## src/rtl/button_boot_ctrl.sv

```systemverilog
// Button/boot controller: debounced PCB buttons on a small bus slot, plus a
// warm-boot request path driven by bus writes or a long press of the boot button.

module button_debounce #(
  parameter int DEBOUNCE_WIDTH = 16
) (
  input  logic clk_24m,
  input  logic rst,
  input  logic pad,
  output logic pressed
);

  logic                      pad_q;
  logic                      sync_1;
  logic                      sync_2;
  logic [DEBOUNCE_WIDTH-1:0] deb_cnt;
  logic                      deb_state;

  // Pad-side flops reset to 1 (released) so nothing looks pressed out of reset.
  // The counter only runs while the synced level disagrees with the debounced
  // state; any sample that agrees restarts the stability window.
  always_ff @(posedge clk_24m or posedge rst) begin
    if (rst) begin
      pad_q     <= 1'b1;
      sync_1    <= 1'b1;
      sync_2    <= 1'b1;
      deb_cnt   <= '0;
      deb_state <= 1'b0;
    end else begin
      pad_q  <= pad;
      sync_1 <= pad_q;
      sync_2 <= sync_1;
      if (~sync_2 == deb_state) begin
        deb_cnt <= '0;
      end else if (deb_cnt == {DEBOUNCE_WIDTH{1'b1}}) begin
        deb_cnt   <= '0;
        deb_state <= ~sync_2;
      end else begin
        deb_cnt <= deb_cnt + 1'b1;
      end
    end
  end

  assign pressed = deb_state;

endmodule

module button_boot_ctrl #(
  parameter int TIMER_WIDTH    = 24,
  parameter int DEBOUNCE_WIDTH = 16
) (
  input  logic        clk_24m,
  input  logic        rst,
  input  logic        btn_a,
  input  logic        btn_b,
  input  logic        btn_pad,
  input  logic [2:0]  wb_addr,
  input  logic [31:0] wb_wdata,
  input  logic        wb_we,
  input  logic        wb_cyc_btn,
  input  logic        wb_cyc_boot,
  output logic [31:0] wb_rdata_btn,
  output logic        wb_ack_btn,
  output logic [31:0] wb_rdata_boot,
  output logic        wb_ack_boot,
  output logic        warmboot_req,
  output logic [1:0]  warmboot_sel,
  output logic        btn_val,
  output logic        rst_req
);

  logic                   btn_a_deb;
  logic                   btn_b_deb;
  logic                   btn_pad_deb;
  logic [TIMER_WIDTH-1:0] press_cnt;
  logic                   long_hit;
  logic                   boot_now;
  logic [1:0]             boot_sel;
  logic                   boot_wr;
  logic                   boot_now_nxt;
  logic [1:0]             boot_sel_nxt;
  logic                   unused_wdata;

  button_debounce #(.DEBOUNCE_WIDTH(DEBOUNCE_WIDTH)) u_deb_a (
    .clk_24m (clk_24m),
    .rst     (rst),
    .pad     (btn_a),
    .pressed (btn_a_deb)
  );

  button_debounce #(.DEBOUNCE_WIDTH(DEBOUNCE_WIDTH)) u_deb_b (
    .clk_24m (clk_24m),
    .rst     (rst),
    .pad     (btn_b),
    .pressed (btn_b_deb)
  );

  button_debounce #(.DEBOUNCE_WIDTH(DEBOUNCE_WIDTH)) u_deb_pad (
    .clk_24m (clk_24m),
    .rst     (rst),
    .pad     (btn_pad),
    .pressed (btn_pad_deb)
  );

  assign btn_val = btn_pad_deb;

  always_ff @(posedge clk_24m or posedge rst) begin
    if (rst) begin
      wb_ack_btn   <= 1'b0;
      wb_rdata_btn <= '0;
    end else begin
      wb_ack_btn   <= wb_cyc_btn & ~wb_ack_btn;
      wb_rdata_btn <= (wb_cyc_btn & ~wb_we & ~wb_ack_btn) ?
                      {30'b0, btn_b_deb, btn_a_deb} : 32'b0;
    end
  end

  assign wb_ack_boot   = wb_cyc_boot;
  assign wb_rdata_boot = '0;

  assign boot_wr      = wb_cyc_boot & wb_we & (wb_addr == 3'd0);
  assign boot_now_nxt = boot_wr ? wb_wdata[2]   : boot_now;
  assign boot_sel_nxt = boot_wr ? wb_wdata[1:0] : boot_sel;
  assign unused_wdata = ^wb_wdata[31:3];

  always_ff @(posedge clk_24m or posedge rst) begin
    if (rst) begin
      boot_now <= 1'b0;
      boot_sel <= 2'b00;
    end else begin
      boot_now <= boot_now_nxt;
      boot_sel <= boot_sel_nxt;
    end
  end

  // Short press releases with a nonzero count give one rst_req cycle; the
  // counter clears on that same edge, which keeps the pulse one cycle wide.
  always_ff @(posedge clk_24m or posedge rst) begin
    if (rst) begin
      press_cnt <= '0;
      long_hit  <= 1'b0;
      rst_req   <= 1'b0;
    end else begin
      rst_req <= ~btn_val & (press_cnt != '0) & ~long_hit;
      if (!btn_val) begin
        press_cnt <= '0;
      end else if (press_cnt != {TIMER_WIDTH{1'b1}}) begin
        press_cnt <= press_cnt + 1'b1;
      end
      if (press_cnt == {TIMER_WIDTH{1'b1}}) begin
        long_hit <= 1'b1;
      end
    end
  end

  // Selection follows the pending choice until the request fires, then freezes.
  always_ff @(posedge clk_24m or posedge rst) begin
    if (rst) begin
      warmboot_req <= 1'b0;
      warmboot_sel <= 2'b00;
    end else if (!warmboot_req) begin
      warmboot_req <= long_hit | boot_now_nxt;
      warmboot_sel <= long_hit ? 2'b01 : boot_sel_nxt;
    end
  end

endmodule

```

## config.mk

```make
export PLATFORM = sky130hd
export DESIGN_NAME = button_boot_ctrl
export DESIGN_NICKNAME = d
export VERILOG_FILES = /design/src/rtl/button_boot_ctrl.sv
export SDC_FILE = /design/constraint.sdc
export NUM_CORES = 1
export LEC_CHECK = 0
export ABC_AREA = 1
export CORE_AREA = 2 2 140 142
export CTS_CLUSTER_SIZE = 8
export DETAILED_ROUTE_END_ITERATION = 7
export DIE_AREA = 0 0 142 144
export SKIP_CTS_REPAIR_TIMING = 1
export SLEW_MARGIN = 30
export SYNTH_ARGS = -nofsm -noshare
export SYNTH_HDL_FRONTEND = slang
export SYNTH_HIERARCHICAL = 1
export SYNTH_SLANG_ARGS = --single-unit
```

## constraint.sdc

```tcl
create_clock -name clk_24m -period 2.1 [get_ports clk_24m]
set_input_delay 0.42 -clock clk_24m [delete_from_list [all_inputs] [get_ports clk_24m]]
set_output_delay 0.42 -clock clk_24m [all_outputs]
set_load 0.01 [all_outputs]
```

==> impl_metrics.py <==
metrics = {
    "placed_design": {
        "port_buffers": 22,
        "globalplace.congestion": 0.915,
        "pre_cts_ws_ns": 0.254,
        "hpwl_mm": 7.99,
        "postPlaceCellArea_um2": 5870,
    },
    "worst_setup_path": {
        "endpoint": "wb_ack_boot",
        "crit_chain": "clkdlybuf4s50_1, clkdlybuf4s50_1",
        "cp.depth": 2,
        "required_ns": 1.68,
        "crit_buf_inv": 2,
        "critPathCaptureType": "output port",
        "slowest_stage": "clkdlybuf4s50_1",
        "cp_common_cell": "clkdlybuf4s50_1",
        "start_kind": "primary input",
        "max_stage_delay_ns": 0.54,
        "r2r_slack_ns": 0.27,
        "critPathMaxFanout": 2,
        "regToRegStartpoint": "press_cnt[0]",
        "worst_r2r_path_depth": 7,
        "worst_r2r_endpoint": "press_cnt[1]",
        "arrival_ns": 1.43,
        "critical_path_class": "in -> out",
        "cp_top_family": "buffers and inverters",
        "startpoint": "wb_cyc_boot",
    },
    "timing": {
        "period_needed_ns": 1.85,
        "setup_tns_ns": 0,
        "period_share_pct": 88.2,
        "setup_violations": 0,
        "rsz0062_at_grt": "false",
        "fmax_ghz": 0.540,
        "hold_viol_final": 0,
        "fin_ws_ns": 0.248,
        "maxSlewViolCount": 0,
        "skew_ns": 0.00700,
    },
    "logic_synthesis": {
        "synth_cell_types": 29,
        "yosys_warnings": 6,
        "synthFlopType": "dfrtp_1",
        "ys_async_sr_fraction_pct": 100,
        "avgSynthCellArea_um2": 7.94,
        "synth-edff-count": 0,
        "ys_seq_area_share_pct": 42.9,
        "synth_seq_cells": 95,
        "synth.cell_area_um2": 5570,
        "netlist_instances": 701,
    },
    "flow_run": {
        "drv_cap": 0,
    },
    "grt": {
        "grt_pass1_wl_mm": 18.6,
        "antenna_found_initial": 0,
        "grt_usage_pct": 11.3,
        "grt_start_max_net_pins": 35,
        "grt_pass1_vias": 3941,
        "overflow": 0,
    },
    "detailed_routing": {
        "routed_wl_mm": 10.6,
        "wl_per_cell_um": 10.9,
        "drcViolationCount": 0,
        "vias": 4136,
        "drt_iter0_drc": 123,
        "drt.antenna.violating_nets": 0,
        "via_per_inst": 4.22,
        "drt-pass1-iter-count": 4,
    },
    "pwr": {
        "powerDensity_nw_per_um2": 613,
        "vdd_drop_max_mv": 0.430,
        "leakage_nw": 2.81,
        "p_total_mw": 3.79,
    },
    "floorplan": {
        "io_pins": 114,
        "die_width_um": 142,
        "chipHeight_um": 144,
        "fp-row-count": 51,
        "core_um2": 19100,
        "die_area_um2": 20400,
        "initial_utilization_pct": 29.2,
    },
    "clock_network": {
        "insertion_delay_ns": 0.35,
        "cts_tree": "yes",
        "cts-root-buf": "clkbuf_16",
        "numCtsBuffers": 9,
        "cts.sinks": 95,
        "clk_transition_reported_paths_ns": 0.07,
        "cts_max_path_buffers": 2,
        "h-tree-depth": 3,
    },
    "hold_path": {
        "hold_class": "in -> async",
    },
    "cells_and_area": {
        "final_common_cell": "nand2_1",
        "layout_common_cells": "nand2_1, dfrtp_1, nor2_1",
        "areaGrowthSynthToFinish_pct": 11.0,
        "num_antenna_cells": 0,
        "drive_above_1_share_pct": 14.7,
        "postLayoutCoreUtil_pct": 32.4,
        "layout.nets": 784,
        "final_area_um2": 6180,
    },
    "status": {
        "status": "completed",
    },
}
==> flip-flops by register name (all words and copies together) (netlist names), 2 cells and up <==
| register | flops |
|---|---|
| boot_sel | 2 |
| press_cnt | 24 |
| u_deb_a/deb_cnt | 16 |
| u_deb_b/deb_cnt | 16 |
| u_deb_pad/deb_cnt | 16 |
| warmboot_sel | 2 |
| wb_rdata_btn | 2 |
==> per-layer routing <==
metal	GRT usage (%)	wire length [um]
met1	15.4	5170
met5	0	0
met4	4.00	161
met3	2.25	501
met2	17.8	4810
==> final cells by class <==
cell class / instances / area [um^2]
multi-input cells: 521 / 2610
inverters: 79 / 297
flip-flops and latches: 95 / 2390
clock inverters: 6 / 67.6
clock buffers: 10 / 239
fillers: 2006 / 12900
repair buffers: 30 / 280
well taps: 238 / 298
==> synthesized netlist by cell type, types with 7 or more instances <==
cell type    n  area share, %
xor2_1      15            2.4
dfrtp_1     86             39
nor2_4      12            2.4
nand2_4      7            1.4
nand2_1    170             11
buf_4       63            8.5
inv_2        7           0.47
nand4_1     22            2.5
nor2_1      84            5.7
o21bai_1     9            1.2
nor2_2      30            3.4
xnor2_1      9            1.4
o21ai_0     14            1.3
nand2_2     14            1.6
nand3_1     49            4.4
dfstp_2      9            4.2
inv_1       72            4.9
==> cells by family after synthesis <==
logic type / after synthesis / share of synthesized area [%]
simple gates: 397 / 34.3
buf+inv: 146 / 14.4
flops: 95 / 42.9
compound gates: 33 / 3.46
xor+xnor: 24 / 3.78
fa+ha+maj: 5 / 1.12
other cells: 1 / 0.0674
==> worst min path at each step <==
stage / cells after the start / end / startpoint
finish: 2 / wb_ack_btn / rst
floorplan: 0 / u_deb_a/sync_1 / u_deb_a/pad_q
detailed placement: 0 / u_deb_b/sync_2 / u_deb_b/sync_1
global route: 2 / wb_ack_btn / rst
CTS: 2 / wb_ack_btn / rst
global placement: 0 / u_deb_a/sync_2 / u_deb_a/sync_1
==> through the flow <==
step	instances	hold WS [ns]
4_1_cts	979	0.320
2_1_floorplan	762	0.345
6_report	979	0.329
5_1_grt	979	0.338
3_5_place_dp	963	0.347
3_3_place_gp	963	0.346
==> report_power, final <==
group	switching [mW]	internal, mW
clock	0.728	0.960
sequential	0.0219	1.87
combinational	0.144	0.0600
total	0.895	2.89
Note: power is estimated with default switching activity, not from simulation.
